File: config.mk
export PLATFORM = sky130hd
export DESIGN_NAME = mbist_fail_logger
export DESIGN_NICKNAME = d
export VERILOG_FILES = /design/src/rtl/mbist_pkg.sv /design/src/rtl/mbist_log_fifo.sv /design/src/rtl/mbist_fail_logger.sv
export SDC_FILE = /design/constraint.sdc
export NUM_CORES = 1
export LEC_CHECK = 0
export CAP_MARGIN = 25
export CORE_UTILIZATION = 50
export CTS_CLUSTER_SIZE = 16
export DETAILED_ROUTE_END_ITERATION = 6
export PLACE_DENSITY = 0.79
export SLEW_MARGIN = 20
export SYNTH_ARGS = -nofsm -noshare
export SYNTH_HDL_FRONTEND = slang
export SYNTH_HIERARCHICAL = 1
export SYNTH_SLANG_ARGS = --single-unit
File: constraint.sdc
create_clock -name clk -period 3.5 [get_ports clk]
set_input_delay 0.7 -clock clk [delete_from_list [all_inputs] [get_ports clk]]
set_output_delay 0.7 -clock clk [all_outputs]
set_load 0.005 [all_outputs]
File: src/rtl/mbist_pkg.sv
// Shared definitions for the MBIST fail logger: FSM state codes, default
// widths and the log-entry width helper.
// Build option: define MBIST_LOG_DATA_EN to store expected/actual data per entry.
package mbist_pkg;

    // Default configuration
    localparam int unsigned DefAw    = 8;
    localparam int unsigned DefDw    = 4;
    localparam int unsigned DefDepth = 8;
    localparam int unsigned DefCw    = 12;

    // FSM state codes
    typedef logic [1:0] state_t;
    localparam state_t StIdle  = 2'd0;
    localparam state_t StArmed = 2'd1;
    localparam state_t StDone  = 2'd2;

    // Width of one stored fail-log entry.
    function automatic int unsigned log_entry_w(input int unsigned aw, input int unsigned dw);
`ifdef MBIST_LOG_DATA_EN
        return aw + 2 * dw;
`else
        // Address-only build; dw has no bearing on storage.
        return aw + 0 * dw;
`endif
    endfunction

endpackage

File: src/rtl/mbist_log_fifo.sv
// Fail-log FIFO: power-of-two depth, synchronous flush that wins over push/pop,
// registered storage so a pushed word appears at the head on the next cycle.
// A push while full is only taken when a pop happens in the same cycle.
module mbist_log_fifo #(
    parameter int unsigned WIDTH = 8,
    parameter int unsigned DEPTH = 8
) (
    input  logic             clk,
    input  logic             rst,
    input  logic             flush_i,
    input  logic             push_i,
    input  logic [WIDTH-1:0] wdata_i,
    input  logic             pop_i,
    output logic [WIDTH-1:0] rdata_o,
    output logic             full_o,
    output logic             empty_o
);

    localparam int unsigned PW = $clog2(DEPTH);

    logic [WIDTH-1:0] mem_q [DEPTH];
    logic [PW:0]      wr_ptr_q, wr_ptr_d;
    logic [PW:0]      rd_ptr_q, rd_ptr_d;
    logic             do_push, do_pop;

    // Extra pointer MSB distinguishes full from empty.
    assign empty_o = (wr_ptr_q == rd_ptr_q);
    assign full_o  = (wr_ptr_q[PW] != rd_ptr_q[PW]) &&
                     (wr_ptr_q[PW-1:0] == rd_ptr_q[PW-1:0]);
    assign do_pop  = pop_i && !empty_o;
    assign do_push = push_i && (!full_o || do_pop);
    assign rdata_o = mem_q[rd_ptr_q[PW-1:0]];

    // Pointer next-state; flush empties the FIFO and overrides any pop/push.
    always_comb begin
        wr_ptr_d = wr_ptr_q;
        rd_ptr_d = rd_ptr_q;
        if (flush_i) begin
            wr_ptr_d = '0;
            rd_ptr_d = '0;
        end else begin
            if (do_push) wr_ptr_d = wr_ptr_q + (PW + 1)'(1);
            if (do_pop)  rd_ptr_d = rd_ptr_q + (PW + 1)'(1);
        end
    end

    // Pointer registers
    always_ff @(posedge clk) begin
        if (rst) begin
            wr_ptr_q <= '0;
            rd_ptr_q <= '0;
        end else begin
            wr_ptr_q <= wr_ptr_d;
            rd_ptr_q <= rd_ptr_d;
        end
    end

    // Storage write; contents need no reset since the pointers gate visibility.
    always_ff @(posedge clk) begin
        if (do_push && !flush_i && !rst) mem_q[wr_ptr_q[PW-1:0]] <= wdata_i;
    end

endmodule

File: src/rtl/mbist_fail_logger.sv
// MBIST fail logger: tracks a BIST run (IDLE/ARMED/DONE) from test_active edges,
// counts miscompares with saturation, remembers the first failing address and
// queues fail records in a FIFO that can be drained at any time.
// Build option: define MBIST_LOG_DATA_EN to log expected/actual data; otherwise
// only addresses are stored and log_exp/log_act read as zero.
module mbist_fail_logger
    import mbist_pkg::*;
#(
    parameter int unsigned AW    = DefAw,
    parameter int unsigned DW    = DefDw,
    parameter int unsigned DEPTH = DefDepth,
    parameter int unsigned CW    = DefCw
) (
    input  logic          clk,
    input  logic          rst,
    input  logic          test_active,
    input  logic          fail_in,
    input  logic [AW-1:0] fail_addr,
    input  logic [DW-1:0] fail_exp,
    input  logic [DW-1:0] fail_act,
    output logic          log_valid,
    input  logic          log_ready,
    output logic [AW-1:0] log_addr,
    output logic [DW-1:0] log_exp,
    output logic [DW-1:0] log_act,
    output logic [CW-1:0] fail_count,
    output logic [AW-1:0] first_addr,
    output logic          first_valid,
    output logic          overflow,
    output logic          done,
    output logic          pass
);

    localparam int unsigned LW     = log_entry_w(AW, DW);
    localparam logic [CW-1:0] CntMax = {CW{1'b1}};

    state_t        state_q, state_d;
    logic          ta_q;
    logic [CW-1:0] cnt_q, cnt_d;
    logic [AW-1:0] first_addr_q, first_addr_d;
    logic          first_valid_q, first_valid_d;
    logic          ovf_q, ovf_d;

    logic          ta_rise, ta_fall, arm_entry, accept, pop;
    logic          fifo_full, fifo_empty;
    logic [LW-1:0] wr_entry, rd_entry;
    logic [AW-1:0] head_addr;
    logic [DW-1:0] head_exp, head_act;

    assign ta_rise   = test_active && !ta_q;
    assign ta_fall   = !test_active && ta_q;
    assign arm_entry = ta_rise && (state_q != StArmed);
    // The falling-edge cycle is still ARMED, so a fail there is accepted.
    assign accept    = fail_in && (state_q == StArmed);
    assign pop       = log_valid && log_ready;

`ifdef MBIST_LOG_DATA_EN
    assign wr_entry = {fail_addr, fail_exp, fail_act};
    assign {head_addr, head_exp, head_act} = rd_entry;
`else
    logic unused_data;
    assign unused_data = ^{fail_exp, fail_act};
    assign wr_entry    = fail_addr;
    assign head_addr   = rd_entry;
    assign head_exp    = '0;
    assign head_act    = '0;
`endif

    mbist_log_fifo #(
        .WIDTH (LW),
        .DEPTH (DEPTH)
    ) u_fifo (
        .clk     (clk),
        .rst     (rst),
        .flush_i (arm_entry),
        .push_i  (accept),
        .wdata_i (wr_entry),
        .pop_i   (pop),
        .rdata_o (rd_entry),
        .full_o  (fifo_full),
        .empty_o (fifo_empty)
    );

    // Run state follows test_active edges.
    always_comb begin
        state_d = state_q;
        unique case (state_q)
            StIdle:  if (ta_rise) state_d = StArmed;
            StArmed: if (ta_fall) state_d = StDone;
            StDone:  if (ta_rise) state_d = StArmed;
            default: state_d = StIdle;
        endcase
    end

    // Run statistics: cleared on each arm, updated by accepted fails.
    always_comb begin
        cnt_d         = cnt_q;
        first_addr_d  = first_addr_q;
        first_valid_d = first_valid_q;
        ovf_d         = ovf_q;
        if (arm_entry) begin
            cnt_d         = '0;
            first_addr_d  = '0;
            first_valid_d = 1'b0;
            ovf_d         = 1'b0;
        end else if (accept) begin
            if (cnt_q != CntMax) cnt_d = cnt_q + CW'(1);
            if (!first_valid_q) begin
                first_addr_d  = fail_addr;
                first_valid_d = 1'b1;
            end
            // Entry is dropped only when full and nothing leaves this cycle.
            if (fifo_full && !pop) ovf_d = 1'b1;
        end
    end

    // State registers; test_active is sampled during reset so a level held
    // high across reset release is not seen as a rising edge.
    always_ff @(posedge clk) begin
        if (rst) begin
            state_q       <= StIdle;
            ta_q          <= test_active;
            cnt_q         <= '0;
            first_addr_q  <= '0;
            first_valid_q <= 1'b0;
            ovf_q         <= 1'b0;
        end else begin
            state_q       <= state_d;
            ta_q          <= test_active;
            cnt_q         <= cnt_d;
            first_addr_q  <= first_addr_d;
            first_valid_q <= first_valid_d;
            ovf_q         <= ovf_d;
        end
    end

    // Outputs; head fields read zero whenever the FIFO is empty.
    always_comb begin
        log_valid   = !fifo_empty;
        log_addr    = log_valid ? head_addr : '0;
        log_exp     = log_valid ? head_exp  : '0;
        log_act     = log_valid ? head_act  : '0;
        fail_count  = cnt_q;
        first_addr  = first_addr_q;
        first_valid = first_valid_q;
        overflow    = ovf_q;
        done        = (state_q == StDone);
        pass        = done && (cnt_q == '0);
    end

endmodule

==> metrics.md <==
| Metric | Value |
|---|---|
| Part of the Yosys area used for sequential elements | 60.9% |
| Number of synthesized flops with an enable pin | 64 |
| Slew Limit Fails | 0 |
| Initial Util | 52.3% |
| Grt ovf | 0 |
| Hold EP | first_addr[0] |
| Yosys reg bits | 100 |
| Multiplexer share of the synthesized area | 12.9% |
| CTS Buf Count | 9 |
| Area Overhead vs Synth | 18.0% |
| Detailed Place HPWL | 5500 µm |
| Initial antenna violation count | 0 |
| RSZ-0062 raised after global routing | false |
| Nets | 410 |
| TritonRoute pass-1 iters | 4 |
| Worst reg2reg path depth | 8 |
| # resized after CTS | 0 |
| I/O pin cnt | 62 |
| Tmin final | 3180 ps |
| Post-synthesis compound-gate area fraction | 5.91% |
| Yosys cell types | 50 |
| Async S/R FF share, synth | 0% |
| Startpoint Class | flip-flop |
| Iter 0 DRT Violations | 103 |
| Total track usage | 20.1% |
| Fillers | 666 |
| Power density over the cells | 412 nW/µm² |
| Syn Std Cell Area | 4340 µm² |
| Synth Area in Adders | 1.15% |
| Pleak | 1.66 nW |
| WL final | 8280 µm |
| Slew HR | 37.4% |
| Post-Route Setup TNS | 0 ps |
| Area share of and/or/nand/nor cells after synthesis | 13.2% |
| Die Y | 95.2 µm |
| Largest net degree at the start of global routing | 21 |
| Worst-Skew Late Latency | 360 ps |
| Ant. Diodes | 0 |
| CTS clk-pin slew, worst paths | 100 ps |
| Cts hold-fix bufs | 0 |
| Layout cells sized above 1 | 17.7% |
| Max IR drop VDD | 0.244 mV |
| Hold depth | 2 |
| CTS Buffer Depth | 2 |
| Top post-synthesis cells by area | edfxtp_1 (44%), dfxtp_1 (17%), mux4_2 (8.3%), nor2_1 (2.6%), mux2i_1 (2.5%) |
| Crit. Startpoint | u_fifo/wr_ptr_q[0] |
| Synthesized netlist cell count | 331 |
| First-pass GRT wire length | 13200 µm |
| Worst hold path class | flip-flop to flip-flop |
| # port buffers | 45 |
| Critical path type | flip-flop to output port |
| Synth Flop Type | edfxtp_1 |
| Worst r2r src | u_fifo/wr_ptr_q[0] |
| Pin slew with the least headroom to its limit | 930 ps |
| Die area | 9060 µm² |
| Syn_area_per_cell | 13.1 µm² |
| Worst reg2reg setup slack | 940 ps |
| Post-DRT Antenna Nets | 0 |
| Rows | 33 |
| Crit share post-route | 90.7% |
| Clock Sinks | 100 |
| Drt drc | 0 |
| WP data arrival | 2480 ps |
| Worst-path maximum fanout | 11 |
| Post-CTS Setup Bufs | 0 |
| Critical R2R Capture | u_fifo/mem_q[0][1] |
| Drt via density | 5.55 |
| Setup crit end kind | output port |
| Total power | 0.00211 W |
| XOR/XNOR share of the synthesized area | 1.41% |
| CTS tree | built |
| Peak Freq | 315 MHz |
| Hold Vio Cnt, Final | 0 |
| Main combinational cell family by area after synthesis | simple AND/OR/NAND/NOR gates |
| Maxcap violations | 0 |
| Setup violators final | 0 |
| Vias in the first global route | 2699 |
| Hold Crit Start | first_addr[0] |
| CTS H-tree depth | 3 |
| DIE WIDTH | 95.2 µm |
| WL/cell | 16.7 µm |
| Clock skew | 9.20 ps |
| Synth area leader | edfxtp_1 |
| GPL Wtd Cong | 0.839 |
| Top cell type's share of synthesized area | 44.3% |
| Status | finished, final reports clean |
| Clock Root Buffer | clkbuf_8 |
| Hold slack | 503 ps |
| Core ar. | 8300 µm² |
| Worst EP required | 2800 ps |
| Warnings from Yosys | 6 |
| Via count | 2747 |
-- synth_stat cells, drive strengths merged, types with 2 or more instances --
master and count:
xor2 2, o31ai 2, a21oi 9, or3 4
nand4 9, o41ai 2, dfxtp 36, nand2b 2
a31oi 2, o21ba 2, nor2b 12, o211ai 2
or4 3, edfxtp 64, clkinv 2, ha 4
clkbuf 6, mux2 8, mux4 16, nor4 7
nor2 30, nand3 11, a211oi 3, and3 2
xnor2 5, mux2i 11, or2 3, o21ai 9
nor3 6, nand2 16, inv 10, and2b 2
buf 18
-- cells in the final DEF, fill, tap and decap left out, drive strengths merged, types with 3 or more instances in the layout --
master | Yosys | routed
edfxtp | 64 | 64
clkdlybuf4s50 | 0 | 45
dfxtp | 36 | 36
nor2 | 30 | 30
nand2 | 16 | 16
mux4 | 16 | 16
buf | 18 | 15
nor2b | 12 | 12
inv | 10 | 12
mux2i | 11 | 11
nand3 | 11 | 11
nand4 | 9 | 9
a21oi | 9 | 9
o21ai | 9 | 9
clkbuf | 6 | 9
conb | 1 | 8
mux2 | 8 | 8
nor4 | 7 | 7
nor3 | 6 | 6
xnor2 | 5 | 5
clkinv | 2 | 5
ha | 4 | 4
or3 | 4 | 4
or2 | 3 | 3
a211oi | 3 | 3
or4 | 3 | 3
-- layer usage --
| layer | GRT usage (%) | vias up | share of wire, % |
|---|---|---|---|
| met5 | 0 | - | 0 |
| met2 | 33.0 | 84 | 49 |
| met4 | 8.96 | 0 | 2.2 |
| li1 | - | 1335 | - |
| met3 | 6.06 | 18 | 6.1 |
| met1 | 24.5 | 1310 | 43 |
-- worst max-delay path, cell delays in order, from the launching register on --
cell             delay [ps]
dfxtp_1                 550
xnor2_1                 220
nand3_1                 110
nor2_1                  470
buf_4                   260
nor2b_1                  50
clkdlybuf4s50_1         450
-- how the worst max path moves through the flow --
stage	cells past startpoint	slack [ps]	to
after floorplan	5	420	u_fifo/mem_q[0][0]
after global placement	7	500	u_fifo/mem_q[6][1]
after detailed placement	7	490	u_fifo/mem_q[6][1]
after CTS	6	280	log_addr[7]
after global routing	6	180	log_addr[1]
final	6	320	log_addr[7]
-- report_power, final --
part           total [W]  internal [W]  switching (W)  leakage, nW
clock           0.000757      0.000342       0.000416        0.102
sequential       0.00126       0.00126     0.00000477        0.866
combinational  0.0000905     0.0000413      0.0000492        0.695
-- cell families after synthesis --
kind of cell    after synthesis
buf+inv                      36
mux                          35
other cells                   1
fa+ha+maj                     4
simple gates                110
flops                       100
xor+xnor                      7
compound gates               38
-- state kept, by name, summed over array words and instances (netlist names), named ones only --
name / cells
first_addr: 8
overflow: 1
fail_count: 12
first_valid: 1
state_q: 2
ta_q: 1
u_fifo/rd_ptr_q: 4
u_fifo/wr_ptr_q: 4
u_fifo/mem_q: 64
-- through the flow --
stage,cells,setup WS [ps],util (%),cell area (µm²)
6_report,495,324,61.7,5120
5_1_grt,495,176,61.7,5120
4_1_cts,495,276,61.7,5120
3_5_place_dp,479,486,59.2,4910
3_3_place_gp,479,500,59.2,4910
2_1_floorplan,338,425,-,4370
-- cell type report --
type,count,area [µm²],share of cell area [%]
Sequential cell,100,2640,51.6
Multi-Input combinational cell,202,1530,29.9
Timing Repair Buffer,60,563,11.0
Tap cell,105,131,2.56
Clock buffer,9,124,2.42
Clock inverter,7,83.8,1.64
Inverter,12,46.3,0.904
No activity file was read; power rests on OpenSTA's default activity.
